--- config.mk ---
export PLATFORM = sky130hd
export DESIGN_NAME = sn_write_sequencer
export DESIGN_NICKNAME = d
export VERILOG_FILES = /design/src/rtl/sn_pkg.sv /design/src/rtl/sn_rr_arbiter.sv /design/src/rtl/sn_write_sequencer.sv
export SDC_FILE = /design/constraint.sdc
export NUM_CORES = 1
export LEC_CHECK = 0
export ABC_AREA = 1
export CAP_MARGIN = 10
export CELL_PAD_IN_SITES_DETAIL_PLACEMENT = 1
export CELL_PAD_IN_SITES_GLOBAL_PLACEMENT = 2
export CORE_ASPECT_RATIO = 1.2
export CORE_UTILIZATION = 25
export DETAILED_ROUTE_END_ITERATION = 8
export PLACE_DENSITY = 0.79
export SLEW_MARGIN = 20
export SYNTH_ARGS = -nofsm -noshare
export SYNTH_HDL_FRONTEND = slang
export SYNTH_SLANG_ARGS = --single-unit
export TNS_END_PERCENT = 100
--- constraint.sdc ---
create_clock -name CLK -period 1.8 [get_ports CLK]
set_input_delay 0.36 -clock CLK [delete_from_list [all_inputs] [get_ports CLK]]
set_output_delay 0.36 -clock CLK [all_outputs]
set_load 0.01 [all_outputs]
--- src/rtl/sn_pkg.sv ---
// Shared types, field widths and byte-encoding helpers for the SN76489 write sequencer.
// The optional redundant-write shadow in sn_write_sequencer is enabled by SN_SKIP_REDUNDANT_EN.
package sn_pkg;

    localparam int CHAN_W = 2;
    localparam int DATA_W = 10;
    localparam int BYTE_W = 8;
    localparam int CNT_W  = 8;

    typedef enum logic {
        KIND_TONE = 1'b0,
        KIND_VOL  = 1'b1
    } kind_t;

    typedef logic [2:0] state_t;

    localparam state_t ST_IDLE   = 3'd0;
    localparam state_t ST_SETUP  = 3'd1;
    localparam state_t ST_STROBE = 3'd2;
    localparam state_t ST_WAIT   = 3'd3;
    localparam state_t ST_HOLD   = 3'd4;

    // Channel 3 with the tone/ctrl kind addresses the noise control register.
    function automatic logic sn_is_noise(input logic [CHAN_W-1:0] chan, input kind_t kind);
        return (chan == 2'd3) && (kind == KIND_TONE);
    endfunction

    function automatic logic sn_two_byte(input logic [CHAN_W-1:0] chan, input kind_t kind);
        return (kind == KIND_TONE) && (chan != 2'd3);
    endfunction

    function automatic logic [DATA_W-1:0] sn_mask_data(input logic [CHAN_W-1:0] chan,
                                                       input kind_t kind,
                                                       input logic [DATA_W-1:0] data);
        if (kind == KIND_VOL)
            return {6'b0, data[3:0]};
        else if (sn_is_noise(chan, kind))
            return {7'b0, data[2:0]};
        else
            return data;
    endfunction

    function automatic logic [BYTE_W-1:0] sn_latch_byte(input logic [CHAN_W-1:0] chan,
                                                        input kind_t kind,
                                                        input logic [DATA_W-1:0] data);
        logic [3:0] low;
        low = sn_is_noise(chan, kind) ? {1'b0, data[2:0]} : data[3:0];
        return {1'b1, chan, logic'(kind), low};
    endfunction

    function automatic logic [BYTE_W-1:0] sn_data_byte(input logic [DATA_W-1:0] data);
        return {2'b00, data[9:4]};
    endfunction

    // Volume registers occupy slots 0..3, tone slots 4..6, noise slot 7.
    function automatic logic [2:0] sn_shadow_idx(input logic [CHAN_W-1:0] chan, input kind_t kind);
        return {logic'(kind == KIND_TONE), chan};
    endfunction

endpackage

--- src/rtl/sn_rr_arbiter.sv ---
// Round-robin arbiter: one-hot grant among N_REQ requests, search starts after the last winner.
module sn_rr_arbiter
    import sn_pkg::*;
#(
    parameter int N_REQ = 2
) (
    input  logic             CLK,
    input  logic             RST,
    input  logic [N_REQ-1:0] req,
    input  logic             en,
    output logic [N_REQ-1:0] grant
);

    localparam int PW = (N_REQ > 1) ? $clog2(N_REQ) : 1;
    localparam logic [PW-1:0] LAST = PW'(N_REQ - 1);

    logic [PW-1:0] ptr;
    logic [PW-1:0] cand;
    logic [PW-1:0] gidx;
    logic          found;

    always_comb begin
        grant = '0;
        found = 1'b0;
        gidx  = ptr;
        cand  = (ptr == LAST) ? '0 : ptr + 1'b1;
        for (int i = 0; i < N_REQ; i++) begin
            if (!found && en && req[cand]) begin
                found       = 1'b1;
                grant[cand] = 1'b1;
                gidx        = cand;
            end
            cand = (cand == LAST) ? '0 : cand + 1'b1;
        end
    end

    // Pointer moves only when a grant is actually issued.
    always_ff @(posedge CLK) begin
        if (RST)
            ptr <= LAST;
        else if (found)
            ptr <= gidx;
    end

endmodule

--- src/rtl/sn_write_sequencer.sv ---
// SN76489 bus-write sequencer: arbitrates requesters, encodes latch/data bytes, paces nWE by READY.
// Define SN_SKIP_REDUNDANT_EN to drop commands that match the last completed write to a register.
module sn_write_sequencer
    import sn_pkg::*;
#(
    parameter int N_REQ         = 2,
    parameter int STROBE_CYC    = 4,
    parameter int READY_TIMEOUT = 255
) (
    input  logic                  CLK,
    input  logic                  RST,
    input  logic [N_REQ-1:0]      req_valid,
    output logic [N_REQ-1:0]      req_ready,
    input  logic [N_REQ*2-1:0]    req_chan,
    input  logic [N_REQ-1:0]      req_kind,
    input  logic [N_REQ*10-1:0]   req_data,
    output logic [7:0]            D,
    output logic                  nWE,
    output logic                  nCE,
    input  logic                  READY,
    output logic                  busy,
    output logic                  timeout_err
);

    state_t              state;
    logic [CNT_W-1:0]    cnt;
    logic [CHAN_W-1:0]   chan_q;
    kind_t               kind_q;
    logic [DATA_W-1:0]   data_q;
    logic                second_q;

    logic [N_REQ-1:0]    grant;
    logic                arb_en;
    logic [CHAN_W-1:0]   sel_chan;
    kind_t               sel_kind;
    logic [DATA_W-1:0]   sel_data;
    logic [DATA_W-1:0]   sel_masked;
    logic                sel_redundant;

    // Block a fresh grant during the accept-pulse cycle so a still-high valid is not re-granted.
    assign arb_en = (state == ST_IDLE) && !(|req_ready);
    assign busy   = (state != ST_IDLE);

    sn_rr_arbiter #(.N_REQ(N_REQ)) u_arb (
        .CLK   (CLK),
        .RST   (RST),
        .req   (req_valid),
        .en    (arb_en),
        .grant (grant)
    );

    always_comb begin
        sel_chan = '0;
        sel_kind = KIND_TONE;
        sel_data = '0;
        for (int i = 0; i < N_REQ; i++) begin
            if (grant[i]) begin
                sel_chan = req_chan[i*CHAN_W +: CHAN_W];
                sel_kind = kind_t'(req_kind[i]);
                sel_data = req_data[i*DATA_W +: DATA_W];
            end
        end
        sel_masked = sn_mask_data(sel_chan, sel_kind, sel_data);
    end

`ifdef SN_SKIP_REDUNDANT_EN
    logic [DATA_W-1:0] shadow_val [8];
    logic [7:0]        shadow_vld;
    logic [2:0]        sel_idx;
    logic [2:0]        cur_idx;

    assign sel_idx       = sn_shadow_idx(sel_chan, sel_kind);
    assign cur_idx       = sn_shadow_idx(chan_q, kind_q);
    assign sel_redundant = shadow_vld[sel_idx] && (shadow_val[sel_idx] == sel_masked);

    // Shadow records what the core holds after each fully completed command.
    always_ff @(posedge CLK) begin
        if (RST) begin
            shadow_vld <= '0;
        end else if (state == ST_HOLD && !second_q) begin
            shadow_vld[cur_idx] <= 1'b1;
            shadow_val[cur_idx] <= data_q;
        end
    end
`else
    assign sel_redundant = 1'b0;
`endif

    always_ff @(posedge CLK) begin
        if (RST) begin
            state       <= ST_IDLE;
            cnt         <= '0;
            chan_q      <= '0;
            kind_q      <= KIND_TONE;
            data_q      <= '0;
            second_q    <= 1'b0;
            req_ready   <= '0;
            D           <= '0;
            nWE         <= 1'b1;
            nCE         <= 1'b1;
            timeout_err <= 1'b0;
        end else begin
            req_ready <= '0;
            case (state)
                ST_IDLE: begin
                    if (|grant) begin
                        req_ready <= grant;
                        chan_q    <= sel_chan;
                        kind_q    <= sel_kind;
                        data_q    <= sel_masked;
                        second_q  <= sn_two_byte(sel_chan, sel_kind);
                        if (!sel_redundant) begin
                            state <= ST_SETUP;
                            D     <= sn_latch_byte(sel_chan, sel_kind, sel_masked);
                            nCE   <= 1'b0;
                            nWE   <= 1'b1;
                        end
                    end
                end
                ST_SETUP: begin
                    state <= ST_STROBE;
                    nWE   <= 1'b0;
                    cnt   <= '0;
                end
                ST_STROBE: begin
                    if (cnt == CNT_W'(STROBE_CYC - 1)) begin
                        state <= ST_WAIT;
                        cnt   <= '0;
                    end else begin
                        cnt <= cnt + 1'b1;
                    end
                end
                ST_WAIT: begin
                    if (READY) begin
                        state <= ST_HOLD;
                        nWE   <= 1'b1;
                        nCE   <= 1'b1;
                    end else if (cnt == CNT_W'(READY_TIMEOUT)) begin
                        timeout_err <= 1'b1;
                        nWE         <= 1'b1;
                        nCE         <= 1'b1;
                        second_q    <= 1'b0;
                        state       <= ST_IDLE;
                    end else begin
                        cnt <= cnt + 1'b1;
                    end
                end
                ST_HOLD: begin
                    if (second_q) begin
                        second_q <= 1'b0;
                        state    <= ST_SETUP;
                        D        <= sn_data_byte(data_q);
                        nCE      <= 1'b0;
                    end else begin
                        state <= ST_IDLE;
                    end
                end
                default: begin
                    state <= ST_IDLE;
                    nWE   <= 1'b1;
                    nCE   <= 1'b1;
                end
            endcase
        end
    end

endmodule

==> flow_summary.json <==
{
  "yosys.cell_types.count": 29,
  "ys_seq_area_share_pct": 38.27,
  "cts_max_level": 2,
  "place.gp.congestion": 0.7156,
  "rr_startpoint": "cnt[1]$_SDFFE_PP0P_",
  "filler_cell_count": 826,
  "drc": 0,
  "avgRoutedWirePerCell_um": 12.57,
  "hold_violations": 0,
  "cts_root_buf": "clkbuf_8",
  "numPortBuffers": 44,
  "fin_nets": 342,
  "grt_pass1_wl_um": 8487,
  "syn2layout_area_growth_pct": 46.71,
  "syn_avg_cell_area_um2": 6.778,
  "ys_async_sr_fraction_pct": 0,
  "reg2reg_slack_ps": 200,
  "mappedNetlistArea_um2": 1674,
  "synth_edf_count": 0,
  "layout_min_cycle_time_ps": 1601,
  "vdd_drop_max_uv": 387.3,
  "end_kind": "register",
  "timing.fmax_mhz": 624.6,
  "synth_top_area_share_pct": 38.27,
  "crit_path_start_kind": "register",
  "grt_overflow": 0,
  "fin_skew_ps": 4.080,
  "worstHoldEndpoint": "D[2]$_SDFFE_PP0P_",
  "dp_cells": 387,
  "rr_worst_depth": 10,
  "worstMarginPinSlew_ps": 295.6,
  "netlist_instances": 247,
  "antenna_cells": 0,
  "synth_area_leaders": "dfxtp_1 (38%), nand2_1 (13%), inv_1 (6.5%), nand3_1 (5.4%), nor2_1 (5.4%)",
  "regArea_um2": 645.6,
  "min_path_type": "register to register",
  "cts_tree": "built",
  "grt_pass1_vias": 1931,
  "ctsHoldBuffers": 0,
  "route.vias.total": 1796,
  "finalNonFillerCells": 396,
  "vias_per_cell": 4.535,
  "r2r-end": "cnt[4]$_SDFFE_PP0P_",
  "setup_viol": 0,
  "syn_nets": 279,
  "multiInputGateArea_um2": 884.6,
  "max_slew_margin_pct": 80.14,
  "firstDrtPassIters": 4,
  "clock_latency_ps": 280,
  "cts_buffers": 5,
  "whs_path_depth": 2,
  "grt_max_degree": 12,
  "clock_sinks": 32,
  "rows": 32,
  "ys_ff_latch": 32,
  "grt_usage_pct": 15.16,
  "leakagePower_nw": 1.039,
  "yosys_most_used_dff": "dfxtp_1",
  "cp_max_fo": 10,
  "io_pins": 45,
  "drt_iter0_markers": 53,
  "rsz0062_at_grt": "no",
  "power_per_cell_area_nw_per_um2": 1339,
  "slew_violations": 0,
  "core_um2": 6446,
  "status": "finished clean",
  "post-route-period-util_pct": 88.94,
  "drt_wl_total_um": 4976,
  "initial_utilization_pct": 25.97,
  "cts_buffer_depth": 2,
  "worstPathRequired_ps": 1970,
  "hpwl_um": 4111,
  "ys_warn_count": 0,
  "tns_ps": 0,
  "crit_arrival_ps": 1770,
  "worstSetupPathType": "register to register",
  "die_area_um2": 7029,
  "drv_cap": 0,
  "yosys.area.top_type": "dfxtp_1",
  "final_antenna_net_count": 0,
  "cts.clk_slew.worst_paths_ps": 70,
  "dieHeight_um": 91.64,
  "die_w_um": 76.70,
  "antenna_found_initial": 0,
  "hold_start": "D[2]$_SDFFE_PP0P_",
  "drive_gt1_share_pct": 15.11
}
## layout make-up
cell class              count  area share [%]
clock buffers               7           3.923
well taps                  85           4.330
multi-input cells         178           36.02
flip-flops and latches     32           26.29
clock inverters             1           1.223
inverters                  32           4.992
repair buffers             61           23.23
## cell usage in the layout, fill, tap and decap left out, types with 5 or more instances in the layout
cell,instances
a21oi_1,16
nand2_1,59
nor3_1,11
nand2_2,5
nand4_1,9
buf_4,17
clkdlybuf4s50_1,43
nand3_1,18
o21ai_1,9
clkbuf_8,7
inv_1,29
o21ai_0,6
nor2_1,24
dfxtp_1,28
## worst max path at each step
stage,start,to,slack [ps]
2_1_floorplan,cnt[0]$_SDFFE_PP0P_,cnt[4]$_SDFFE_PP0P_,360
3_3_place_gp,req_valid[0],D[0]$_SDFFE_PP0P_,-20
3_5_place_dp,req_valid[0],D[1]$_SDFFE_PP0P_,-60
4_1_cts,state[2]$_SDFFE_PP0P_,busy,6
5_1_grt,cnt[1]$_SDFFE_PP0P_,cnt[4]$_SDFFE_PP0P_,20
6_report,cnt[1]$_SDFFE_PP0P_,cnt[4]$_SDFFE_PP0P_,200
## registers in the layout, summed over array words and instances (netlist names)
signal	flops
nWE	1
data_q	6
cnt	8
req_ready	2
state	3
u_arb.ptr	1
D	8
nCE	1
timeout_err	1
second_q	1
## cell usage after synthesis, types with 2 or more instances
| cell type | count |
|---|---|
| inv_1 | 29 |
| a22o_1 | 2 |
| inv_2 | 3 |
| or2_1 | 2 |
| nor3_1 | 11 |
| a21oi_1 | 16 |
| clkbuf_1 | 2 |
| nor2_2 | 4 |
| o21ai_0 | 6 |
| nor2_1 | 24 |
| nand3_1 | 18 |
| o21ai_1 | 9 |
| nand2_2 | 5 |
| dfxtp_1 | 32 |
| o211ai_1 | 4 |
| nand4_1 | 9 |
| nand2_1 | 59 |
## critical path, cell delays in order, from the launching register on
cell,delay (ps)
dfxtp_1,360
ha_2,210
nand2_1,70
nor2_1,100
nand4_1,140
nand2_2,150
nand2_4,110
inv_4,120
nor2_2,50
o21ai_1,130
nor2_1,50
## cell families after synthesis
kind of cell             share of synthesized area (%)
buffers and inverters                            9.043
flip-flops                                       38.27
AND/OR/NAND/NOR                                  38.19
AO/OA/AOI/OAI                                    13.23
XOR/XNOR                                        0.5233
adder cells (fa/ha/maj)                         0.7473
## where the power goes
group / leakage (nW) / total, mW / switching (mW) / internal (mW)
registers: 0.263 / 0.992 / 0.109 / 0.883
clock network: 0.0645 / 0.760 / 0.271 / 0.489
logic: 0.711 / 1.54 / 0.893 / 0.645
## per-layer routing
metal,global-route usage [%],vias up,routed length (um)
met5,0,-,0
li1,-,935,-
met2,28.87,35,2637
met4,3.846,0,39
met1,16.84,824,2109
met3,3.085,2,189
## stage by stage
stage | setup WS [ps] | power, mW | cell area [um^2] | util, % | hold slack [ps]
5_1_grt | 17.42 | 3.546 | 2456 | 38.10 | 471.3
3_3_place_gp | -24.82 | 2.540 | 2310 | 35.83 | 447.1
4_1_cts | 6.036 | 3.342 | 2439 | 37.83 | 462.5
6_report | 199.0 | 3.290 | 2456 | 38.10 | 454.2
3_5_place_dp | -58.04 | 2.564 | 2310 | 35.83 | 447.3
2_1_floorplan | 361.4 | 1.960 | 1674 | - | 440.5
## what timing repair did
item                       CTS  global route
setup endpoints to repair    1             2
pin swaps                    0             1
gates resized for setup      2             5
setup buffers                0             1
No activity file was read; power rests on OpenSTA's default activity.
